## config.mk

```make
export PLATFORM = sky130hd
export DESIGN_NAME = as_dmem_arb
export DESIGN_NICKNAME = d
export VERILOG_FILES = /design/src/rtl/as_pack.sv /design/src/rtl/as_dmem_lane.sv /design/src/rtl/as_dmem_arb.sv
export SDC_FILE = /design/constraint.sdc
export NUM_CORES = 1
export LEC_CHECK = 0
export CORE_AREA = 10 10 168 170
export CTS_CLUSTER_DIAMETER = 150
export DETAILED_ROUTE_END_ITERATION = 16
export DIE_AREA = 0 0 178 180
export GPL_TIMING_DRIVEN = 0
export MAX_ROUTING_LAYER = met4
export PLACE_DENSITY = 0.72
export SYNTH_ARGS = -nofsm -noshare
export SYNTH_HDL_FRONTEND = slang
export SYNTH_SLANG_ARGS = --single-unit
```

## constraint.sdc

```tcl
create_clock -name clk_i -period 7.5 [get_ports clk_i]
set_clock_uncertainty 0.15 [all_clocks]
set_input_delay 1.875 -clock clk_i [delete_from_list [all_inputs] [get_ports clk_i]]
set_output_delay 1.875 -clock clk_i [all_outputs]
set_load 0.01 [all_outputs]
```

## src/rtl/as_pack.sv

```systemverilog
// rtl/as_pack.sv - shared D-Mem types, RV64I funct3 codes and load/access helpers.
package as_pack;

  localparam int dmem_aw = 10;

  typedef enum logic [1:0] {IDLE, ACC, RESP} dmem_state_t;

  localparam logic [2:0] F3_LB  = 3'b000;
  localparam logic [2:0] F3_LH  = 3'b001;
  localparam logic [2:0] F3_LW  = 3'b010;
  localparam logic [2:0] F3_LD  = 3'b011;
  localparam logic [2:0] F3_LBU = 3'b100;
  localparam logic [2:0] F3_LHU = 3'b101;
  localparam logic [2:0] F3_LWU = 3'b110;
  localparam logic [2:0] F3_SB  = 3'b000;
  localparam logic [2:0] F3_SH  = 3'b001;
  localparam logic [2:0] F3_SW  = 3'b010;
  localparam logic [2:0] F3_SD  = 3'b011;

  // Lane-extract a load from a memory double-word; unknown codes return 0.
  function automatic logic [63:0] ld_extend(input logic [63:0] data, input logic [2:0] funct3,
                                            input logic [2:0] off);
    logic [63:0] sh;
    sh = data >> {off, 3'b000};
    case (funct3)
      F3_LB:   return {{56{sh[7]}}, sh[7:0]};
      F3_LH:   return {{48{sh[15]}}, sh[15:0]};
      F3_LW:   return {{32{sh[31]}}, sh[31:0]};
      F3_LD:   return sh;
      F3_LBU:  return {56'b0, sh[7:0]};
      F3_LHU:  return {48'b0, sh[15:0]};
      F3_LWU:  return {32'b0, sh[31:0]};
      default: return 64'b0;
    endcase
  endfunction

  function automatic logic acc_err(input logic we, input logic [2:0] funct3, input logic [2:0] off);
    logic illegal;
    logic mis;
    if (we) illegal = !(funct3 inside {F3_SB, F3_SH, F3_SW, F3_SD});
    else    illegal = (funct3 == 3'b111);
    case (funct3[1:0])
      2'd0:    mis = 1'b0;
      2'd1:    mis = off[0];
      2'd2:    mis = |off[1:0];
      default: mis = |off;
    endcase
    return illegal | mis;
  endfunction

endpackage

```

## src/rtl/as_dmem_lane.sv

```systemverilog
// rtl/as_dmem_lane.sv - byte enables, store lane shift and load extraction for one access.
module as_dmem_lane
  import as_pack::*;
(
  input  logic [2:0]  funct3,
  input  logic [2:0]  off,
  input  logic [63:0] wdata,
  input  logic [63:0] mem_rdata,
  output logic [7:0]  be,
  output logic [63:0] wdata_lane,
  output logic [63:0] rdata
);

  logic [7:0]  mask;
  logic [63:0] be_bits;

  always_comb begin
    case (funct3[1:0])
      2'd0:    mask = 8'h01;
      2'd1:    mask = 8'h03;
      2'd2:    mask = 8'h0F;
      default: mask = 8'hFF;
    endcase
    // Only aligned accesses reach memory, so the shift never spills past lane 7.
    be = mask << off;
    be_bits = '0;
    for (int i = 0; i < 8; i++) be_bits[8*i +: 8] = {8{be[i]}};
    wdata_lane = (wdata << {off, 3'b000}) & be_bits;
    rdata = ld_extend(mem_rdata, funct3, off);
  end

endmodule

```

## src/rtl/as_dmem_arb.sv

```systemverilog
// rtl/as_dmem_arb.sv - two-port (core/debug) D-Mem arbiter with request/access/response sequencing.
module as_dmem_arb
  import as_pack::*;
#(
  parameter int reg_width = 64,
  parameter int max_wait  = 4
) (
  input  logic                 clk_i,
  input  logic                 rst_i,
  input  logic                 c_req_i,
  input  logic                 c_we_i,
  input  logic [2:0]           c_funct3_i,
  input  logic [dmem_aw+2:0]   c_addr_i,
  input  logic [reg_width-1:0] c_wdata_i,
  output logic                 c_gnt_o,
  output logic                 c_rvalid_o,
  output logic [reg_width-1:0] c_rdata_o,
  output logic                 c_err_o,
  input  logic                 d_req_i,
  input  logic                 d_we_i,
  input  logic [2:0]           d_funct3_i,
  input  logic [dmem_aw+2:0]   d_addr_i,
  input  logic [reg_width-1:0] d_wdata_i,
  output logic                 d_gnt_o,
  output logic                 d_rvalid_o,
  output logic [reg_width-1:0] d_rdata_o,
  output logic                 d_err_o,
  output logic                 mem_en_o,
  output logic                 mem_we_o,
  output logic [7:0]           mem_be_o,
  output logic [dmem_aw-1:0]   mem_addr_o,
  output logic [reg_width-1:0] mem_wdata_o,
  input  logic [reg_width-1:0] mem_rdata_i
);

  localparam int ww = $clog2(max_wait + 1);
  localparam logic [ww-1:0] wait_max = ww'(max_wait);

  dmem_state_t state_q, state_d;
  logic [ww-1:0] wait_cnt;

  logic                 port_q;  // 1 = debug port
  logic                 we_q;
  logic                 err_q;
  logic [2:0]           f3_q;
  logic [dmem_aw+2:0]   addr_q;
  logic [reg_width-1:0] wdata_q;

  logic                 grant;
  logic                 d_win;
  logic                 win_we;
  logic                 win_err;
  logic [2:0]           win_f3;
  logic [dmem_aw+2:0]   win_addr;
  logic [reg_width-1:0] win_wdata;

  always_comb begin
    state_d   = state_q;
    grant     = 1'b0;
    d_win     = d_req_i & (~c_req_i | (wait_cnt == wait_max));
    win_we    = d_win ? d_we_i     : c_we_i;
    win_f3    = d_win ? d_funct3_i : c_funct3_i;
    win_addr  = d_win ? d_addr_i   : c_addr_i;
    win_wdata = d_win ? d_wdata_i  : c_wdata_i;
    win_err   = acc_err(win_we, win_f3, win_addr[2:0]);
    case (state_q)
      IDLE: begin
        if ((c_req_i | d_req_i) & ~rst_i) begin
          grant   = 1'b1;
          state_d = win_err ? RESP : ACC;
        end
      end
      ACC:     state_d = RESP;
      RESP:    state_d = IDLE;
      default: state_d = IDLE;
    endcase
  end

  always_ff @(posedge clk_i or posedge rst_i) begin
    if (rst_i) begin
      state_q  <= IDLE;
      wait_cnt <= '0;
      port_q   <= 1'b0;
      we_q     <= 1'b0;
      err_q    <= 1'b0;
      f3_q     <= '0;
      addr_q   <= '0;
      wdata_q  <= '0;
    end else begin
      state_q <= state_d;
      if (grant) begin
        port_q  <= d_win;
        we_q    <= win_we;
        err_q   <= win_err;
        f3_q    <= win_f3;
        addr_q  <= win_addr;
        wdata_q <= win_wdata;
      end
      // Debug port loses only while core wins; saturate so it wins at the limit.
      if (grant & d_win)
        wait_cnt <= '0;
      else if (grant & d_req_i & (wait_cnt != wait_max))
        wait_cnt <= wait_cnt + 1'b1;
    end
  end

  logic [7:0]  lane_be;
  logic [63:0] lane_wdata;
  logic [63:0] lane_rdata;

  as_dmem_lane u_lane (
    .funct3     (f3_q),
    .off        (addr_q[2:0]),
    .wdata      (wdata_q),
    .mem_rdata  (mem_rdata_i),
    .be         (lane_be),
    .wdata_lane (lane_wdata),
    .rdata      (lane_rdata)
  );

  logic acc;
  logic resp;
  logic ld_ok;

  assign acc   = (state_q == ACC);
  assign resp  = (state_q == RESP);
  assign ld_ok = resp & ~we_q & ~err_q;

  assign c_gnt_o     = grant & ~d_win;
  assign d_gnt_o     = grant & d_win;
  assign mem_en_o    = acc;
  assign mem_we_o    = acc & we_q;
  assign mem_be_o    = acc ? lane_be : 8'h00;
  assign mem_addr_o  = acc ? addr_q[dmem_aw+2:3] : '0;
  assign mem_wdata_o = acc ? lane_wdata : '0;
  assign c_rvalid_o  = resp & ~port_q;
  assign d_rvalid_o  = resp & port_q;
  assign c_err_o     = resp & ~port_q & err_q;
  assign d_err_o     = resp & port_q & err_q;
  assign c_rdata_o   = (ld_ok & ~port_q) ? lane_rdata : '0;
  assign d_rdata_o   = (ld_ok & port_q) ? lane_rdata : '0;

endmodule

```

Word-level counts from Yosys, hierarchy flattened. Index checks and enable logic that the tools add are counted.

Shift operators: 3. Div/mod/pow operators: 0. Multipliers: 0. Multiplexer cells: 20. Order comparisons: 0. Bitwise operators: 25. Reduce and logical (&&, ||, !) cells: 10. Equality and inequality tests: 19. Add/subtract/negate cells: 1.

Operators by type and width (number): 64-bit one-hot mux with 7 select lines (1); 64-bit 2-to-1 mux (4); 64-bit AND (1); 64-bit by 6-bit left shift with 64-bit output (1); 64-bit by 6-bit >> shifter with 64-bit output (1); 8-bit one-hot mux with 3 select lines (1); 1-bit AND (15); 3-bit == test (second input constant) (5); 13-bit 2-to-1 mux (1); 3-bit by 2-bit == test with 1-bit output (second input constant) (4); 10-bit 2-to-1 mux (1); 3-bit 2-to-1 mux (3); 8-bit 2-to-1 mux (1); 8-bit by 3-bit left shift with 8-bit output (1); 2-bit by 1-bit == test with 1-bit output (second input constant) (3); 2-bit == test (second input constant) (3); 3-bit by 1-bit == test with 1-bit output (second input constant) (2); 2-bit logical NOT (3); 3-bit logical NOT (2); 1-bit inverter (6); 1-bit 2-to-1 mux (4); 2-bit 2-to-1 mux (2); 2-bit one-hot mux with 2 select lines (1); 4-bit nonzero test (1); 9 further kinds (11).

Bits in writable memories: 0. Register bits: 88. Memories kept: 0. Latch bits: 0. Memory bits (read-only): 0. Output and inout bits: 218.

Logic depth before layout (Yosys ltp). Gate-level depths: netlist of the first run.

Depth in word-level cells: 12. Mapped depth: 9. Mapped depth without buffers: 7.

Cells and area by module. A second synthesis of the first run with hierarchy kept.

Cell total of the unflattened synthesis: 1167. Area, all modules: 10121.0 µm².

By module, submodules not included: as_dmem_arb (area an instance 5605.4 µm², cells an instance 635, times used 1); as_dmem_lane (area an instance 4515.6 µm², cells an instance 532, times used 1).

Least setup slack after synthesis of the first run. OpenSTA, ideal clock, no wires.

Kind: input port to output port. From: input port mem_rdata_i[63]. To: output port c_rdata_o[32]. Data arrival time: 3.322 ns. Data required time: 5.475 ns. Path slack: 2.153 ns. Cell stages on the path: 6. Cell sequence: and2_1 -> nor4_1 -> nor4_4 -> nor3_4 -> buf_6 -> a21oi_1.

Word-level cells in the longest chain between the ends: 3.

RTL lines: from (decl) (line as_dmem_arb.sv:33) `input logic [reg_width-1:0] mem_rdata_i`; 64-bit by 6-bit >> shifter with 64-bit output (line as_pack.sv:24) `sh = data >> {off, 3'b000};`; 64-bit one-hot mux with 7 select lines (line as_pack.sv:25) `case (funct3)`; 64-bit 2-to-1 mux (line as_dmem_arb.sv:140) `assign c_rdata_o = (ld_ok & ~port_q) ? lane_rdata : '0;`; to (decl) (line as_dmem_arb.sv:17) `output logic [reg_width-1:0] c_rdata_o,`.

No other way between the ends.

Final worst setup path of the first run.
From: input port mem_rdata_i[63]. To: output port c_rdata_o[58].

The elaborated chain is that of the path after synthesis.

==> key figures, run 1 <==
Clock network
  – H-tree levels: 3
  – Cts hold-fix bufs: 0
  – Worst-path clk slew: 80 ps
  – Resized cells post-CTS: 0
  – CTS tree: done
  – CTS Root Cell: clkbuf_16
  – CTS Sinks: slightly below 90
  – Worst skew pair latency: roughly 360 ps
  – Post-CTS setup buffers: 0
  – CTS Buf Count: 9
  – Clk buf depth: 2

Cells and area
  – Share of cells above drive strength 1: 10.34%
  – Area occupied by multi-input gates: between 6000 and 7000 sq um
  – Register cell area after layout: roughly 2200 sq um
  – Nets: roughly 1900
  – Fill cells: ~2400
  – Finished Cell Area: around 14000 sq um
  – Area grow syn2layout: 57.09%

Logic synthesis
  – FFs w/ async S/R, synth: 100.0%
  – Sequential area share after synthesis: between 20% and 30%
  – Syn Inst Count: between 1000 and 1500
  – Avg Inst Size Synth: 7.551 sq um
  – Mapped cell area: between 9000 and 10000 sq um
  – FF+latch count, synth: slightly below 90
  – Post-synth cell types: 49
  – Synth top area cells: dfrtp_1, mux4_2, nand2_1
  – Synth warn: 0
  – Post-synth EDFFs: 0
  – Syn_nets: between 1000 and 1500
  – Post-synth top flop: dfrtp_1
  – Top cell type's share of synthesized area: roughly a quarter
  – Largest area contributor in the netlist: dfrtp_1

Detailed routing
  – DRC violations left: 0
  – Final WL: approximately 53000 um
  – Detailed-router iteration count before antenna repair: 5
  – Via density: about 5.8
  – Initial DRC count: between 1000 and 1500
  – Wire per inst: around 26 um
  – Total number of vias: 11660
  – Routed Antenna Nets: 0

GRT
  – Largest net degree at the start of global routing: 53
  – Number of global-route vias before repair: about 12000
  – GRT overflow: 0
  – Global-route wire length before repair: between 70000 and 80000 um
  – Initial antenna violation count: 4
  – GRT Util Overall: 31.67%

Timing
  – Post-route clock period utilization: just over 90%
  – Worst rel slew slack: under 10%
  – Max-slew violations: 0
  – Post-route minimum period: about 7000 ps
  – Final hold violation count: 0
  – Slew @ Worst Pin: approximately 1400 ps
  – Unrepaired setup endpoints after global routing: false
  – Setup_tns: 0 ps
  – Fmax: 143.5 MHz
  – Setup-failing EPs final: 0

Floorplan
  – FP Rows: 58
  – Die area: 32040 sq um
  – Ports: ~450
  – Die W: 178 um
  – Core area: 24890 sq um
  – Die H: about 180 um
  – Starting Density: between 30% and 40%

Run status
  – Status: completed

Critical path
  – Worst Path Required: ~5500 ps
  – Cell mode on critical path: clkdlybuf4s50_1
  – CP max-delay cell: a2111oi_4
  – CP cell instances: clkdlybuf4s50_1, mux2i_1, a2bb2oi_1, a2111oi_4, nor3_4, buf_6, a21oi_1, clkdlybuf4s50_1
  – Crit Path Class: input port to output pin
  – Crit Path Max Fanout: 10
  – Critical Path End Type: output pin
  – Crit path from: mem_rdata_i[63]
  – Slowest cell delay on critical path: 720 ps
  – Crit start category: input port
  – Worst r2r src: state_q[1]$_DFFE_PP0P_
  – CP arrival: about 4900 ps

Power
  – Power Density: approximately 210 nW/um^2
  – Worst vdd ir: approximately 110 uV
  – Pleak: between 0.005 and 0.006 uW

Place
  – Detailed placement HPWL: 43280 um
  – Gpl congestion: between 0.9 and 1
  – DP Area: between 10000 and 15000 sq um
  – Port Buf Inserts: roughly 450

Min path
  – HP Start: port_q$_DFFE_PP0P_
  – Hold Crit Class: register to register

Job
  – Max cap viols: 0
## power by group
group,switching (uW),leakage [uW],internal [uW],total [uW]
combinational,975,0.00439,777,1750
sequential,177,0.000991,592,769
clock,226,0.000159,270,496
total,1380,0.00554,1640,3020
## cells in the mapped netlist, types with 4 or more instances
library cell  count
a211oi_1          9
a21oi_1          98
a22oi_1          16
a2bb2oi_1         7
a31oi_1          82
and2_1           37
buf_1             5
buf_2            30
buf_4             5
buf_6             8
clkbuf_1         67
dfrtp_1          88
inv_1            11
mux2_2           53
mux2i_1          65
mux4_2           50
nand2_1         235
nand2b_1          6
nor2_1          235
nor2b_1          17
nor3_1           18
nor4_1            4
o211ai_1         10
o21ai_0          24
## worst max-delay path: cells and delay by family
family | cells | cell delay [ps]
buffers and inverters | 3 | 1460
and+or+nand+nor | 1 | 230
AOI/OAI and AO/OA | 3 | 1190
muxes | 1 | 180
## per-stage QoR
stage | utilization (%) | setup WS [ps] | power [uW] | std cells | hold slack [ps]
after floorplan | - | 2153 | 1818 | 1219 | 295.0
after global placement | 56.62 | 561.6 | 2459 | 1996 | 318.3
after detailed placement | 56.74 | 581.6 | 2483 | 1997 | 341.9
after CTS | 58.05 | 568.5 | 2981 | 2013 | 351.2
after global routing | 58.09 | 457.5 | 3152 | 2017 | 367.8
final | 58.09 | 531.3 | 3017 | 2017 | 365.1
## kinds of logic (layout without fill, tap and decap cells)
group / Yosys count / in the layout / synth area share [%]
and+or+nand+nor: 567 / 567 / 25.85
muxes: 168 / 168 / 25.78
adders and majority gates: 2 / 2 / 0.2718
buffers and inverters: 128 / 592 / 6.484
other: 0 / 4 / 0
AOI/OAI and AO/OA: 266 / 266 / 17.68
DFF: 88 / 88 / 23.92
## placed cells by master, fill, tap and decap left out, types with 3 or more instances in the layout
cell type,count
clkbuf_16,9
nor4_1,4
a211oi_1,9
a22oi_1,16
nor3_1,18
buf_4,5
o22a_1,3
clkdlybuf4s50_1,447
diode_2,4
mux4_2,50
buf_6,8
mux2i_1,65
dfrtp_1,88
and2_1,37
clkbuf_1,67
buf_2,30
mux2_2,53
inv_1,10
or2_2,3
a21o_1,3
o21a_1,3
o211ai_1,10
a21oi_1,98
nor2_1,235
nor2b_1,17
a31oi_1,82
a2bb2oi_1,7
o21ai_0,24
nand2b_1,6
buf_1,5
nand2_1,235
## area by class of cell
class | count | area share (%)
diodes | 4 | 0.06922
plain buffers | 115 | 3.790
clock buffers | 9 | 1.557
clock inverters | 7 | 0.7095
inverters | 13 | 0.3548
multi-input cells | 1003 | 44.30
flip-flops and latches | 88 | 15.23
well taps | 330 | 2.855
repair buffers | 448 | 31.13
## routing by layer
metal | GRT usage (%) | part of all wire (%) | wire [um]
met4 | 14.28 | 4.8 | 2514
met1 | 33.71 | 36 | 18860
met3 | 7.041 | 9.4 | 4944
met2 | 54.79 | 50 | 26210
met5 | - | 0 | 0
## state kept, by name, indices dropped and copies added, names as in the netlist
signal / cells
addr_q: 13
err_q: 1
f3_q: 3
port_q: 1
state_q: 2
wait_cnt: 3
wdata_q: 64
we_q: 1
## worst paths after layout
path | end | slack [ps] | depth (start not counted)
worst max register to register | wdata_q[57]$_DFFE_PP0P_ | 4680 | 5
max in group asynchronous | wdata_q[53]$_DFFE_PP0P_ | 4710 | 3
worst min register to register | port_q$_DFFE_PP0P_ | 370 | 1
worst min-delay path | port_q$_DFFE_PP0P_ | 370 | 1
worst max-delay path | c_rdata_o[58] | 530 | 8
min in group asynchronous | port_q$_DFFE_PP0P_ | 1840 | 2
(Power assumes the default switching activity.)
==> run 2: changes to the inputs <==
--- a/config.mk
+++ b/config.mk
@@ -9,6 +9,7 @@
 export CTS_CLUSTER_DIAMETER = 150
 export DETAILED_ROUTE_END_ITERATION = 16
 export DIE_AREA = 0 0 178 180
+export GPL_ROUTABILITY_DRIVEN = 1
 export GPL_TIMING_DRIVEN = 0
 export MAX_ROUTING_LAYER = met4
 export PLACE_DENSITY = 0.72
==> results of run 2 <==
The final DEF is identical to that of run 1; final timing and power are the same.
==> run 3: changes to the inputs <==
--- a/config.mk
+++ b/config.mk
@@ -13,6 +13,7 @@
 export GPL_TIMING_DRIVEN = 0
 export MAX_ROUTING_LAYER = met4
 export PLACE_DENSITY = 0.72
+export SKIP_CTS_REPAIR_TIMING = 1
 export SYNTH_ARGS = -nofsm -noshare
 export SYNTH_HDL_FRONTEND = slang
 export SYNTH_SLANG_ARGS = --single-unit
==> results of run 3 <==
The final DEF is identical to that of run 1; final timing and power are the same.
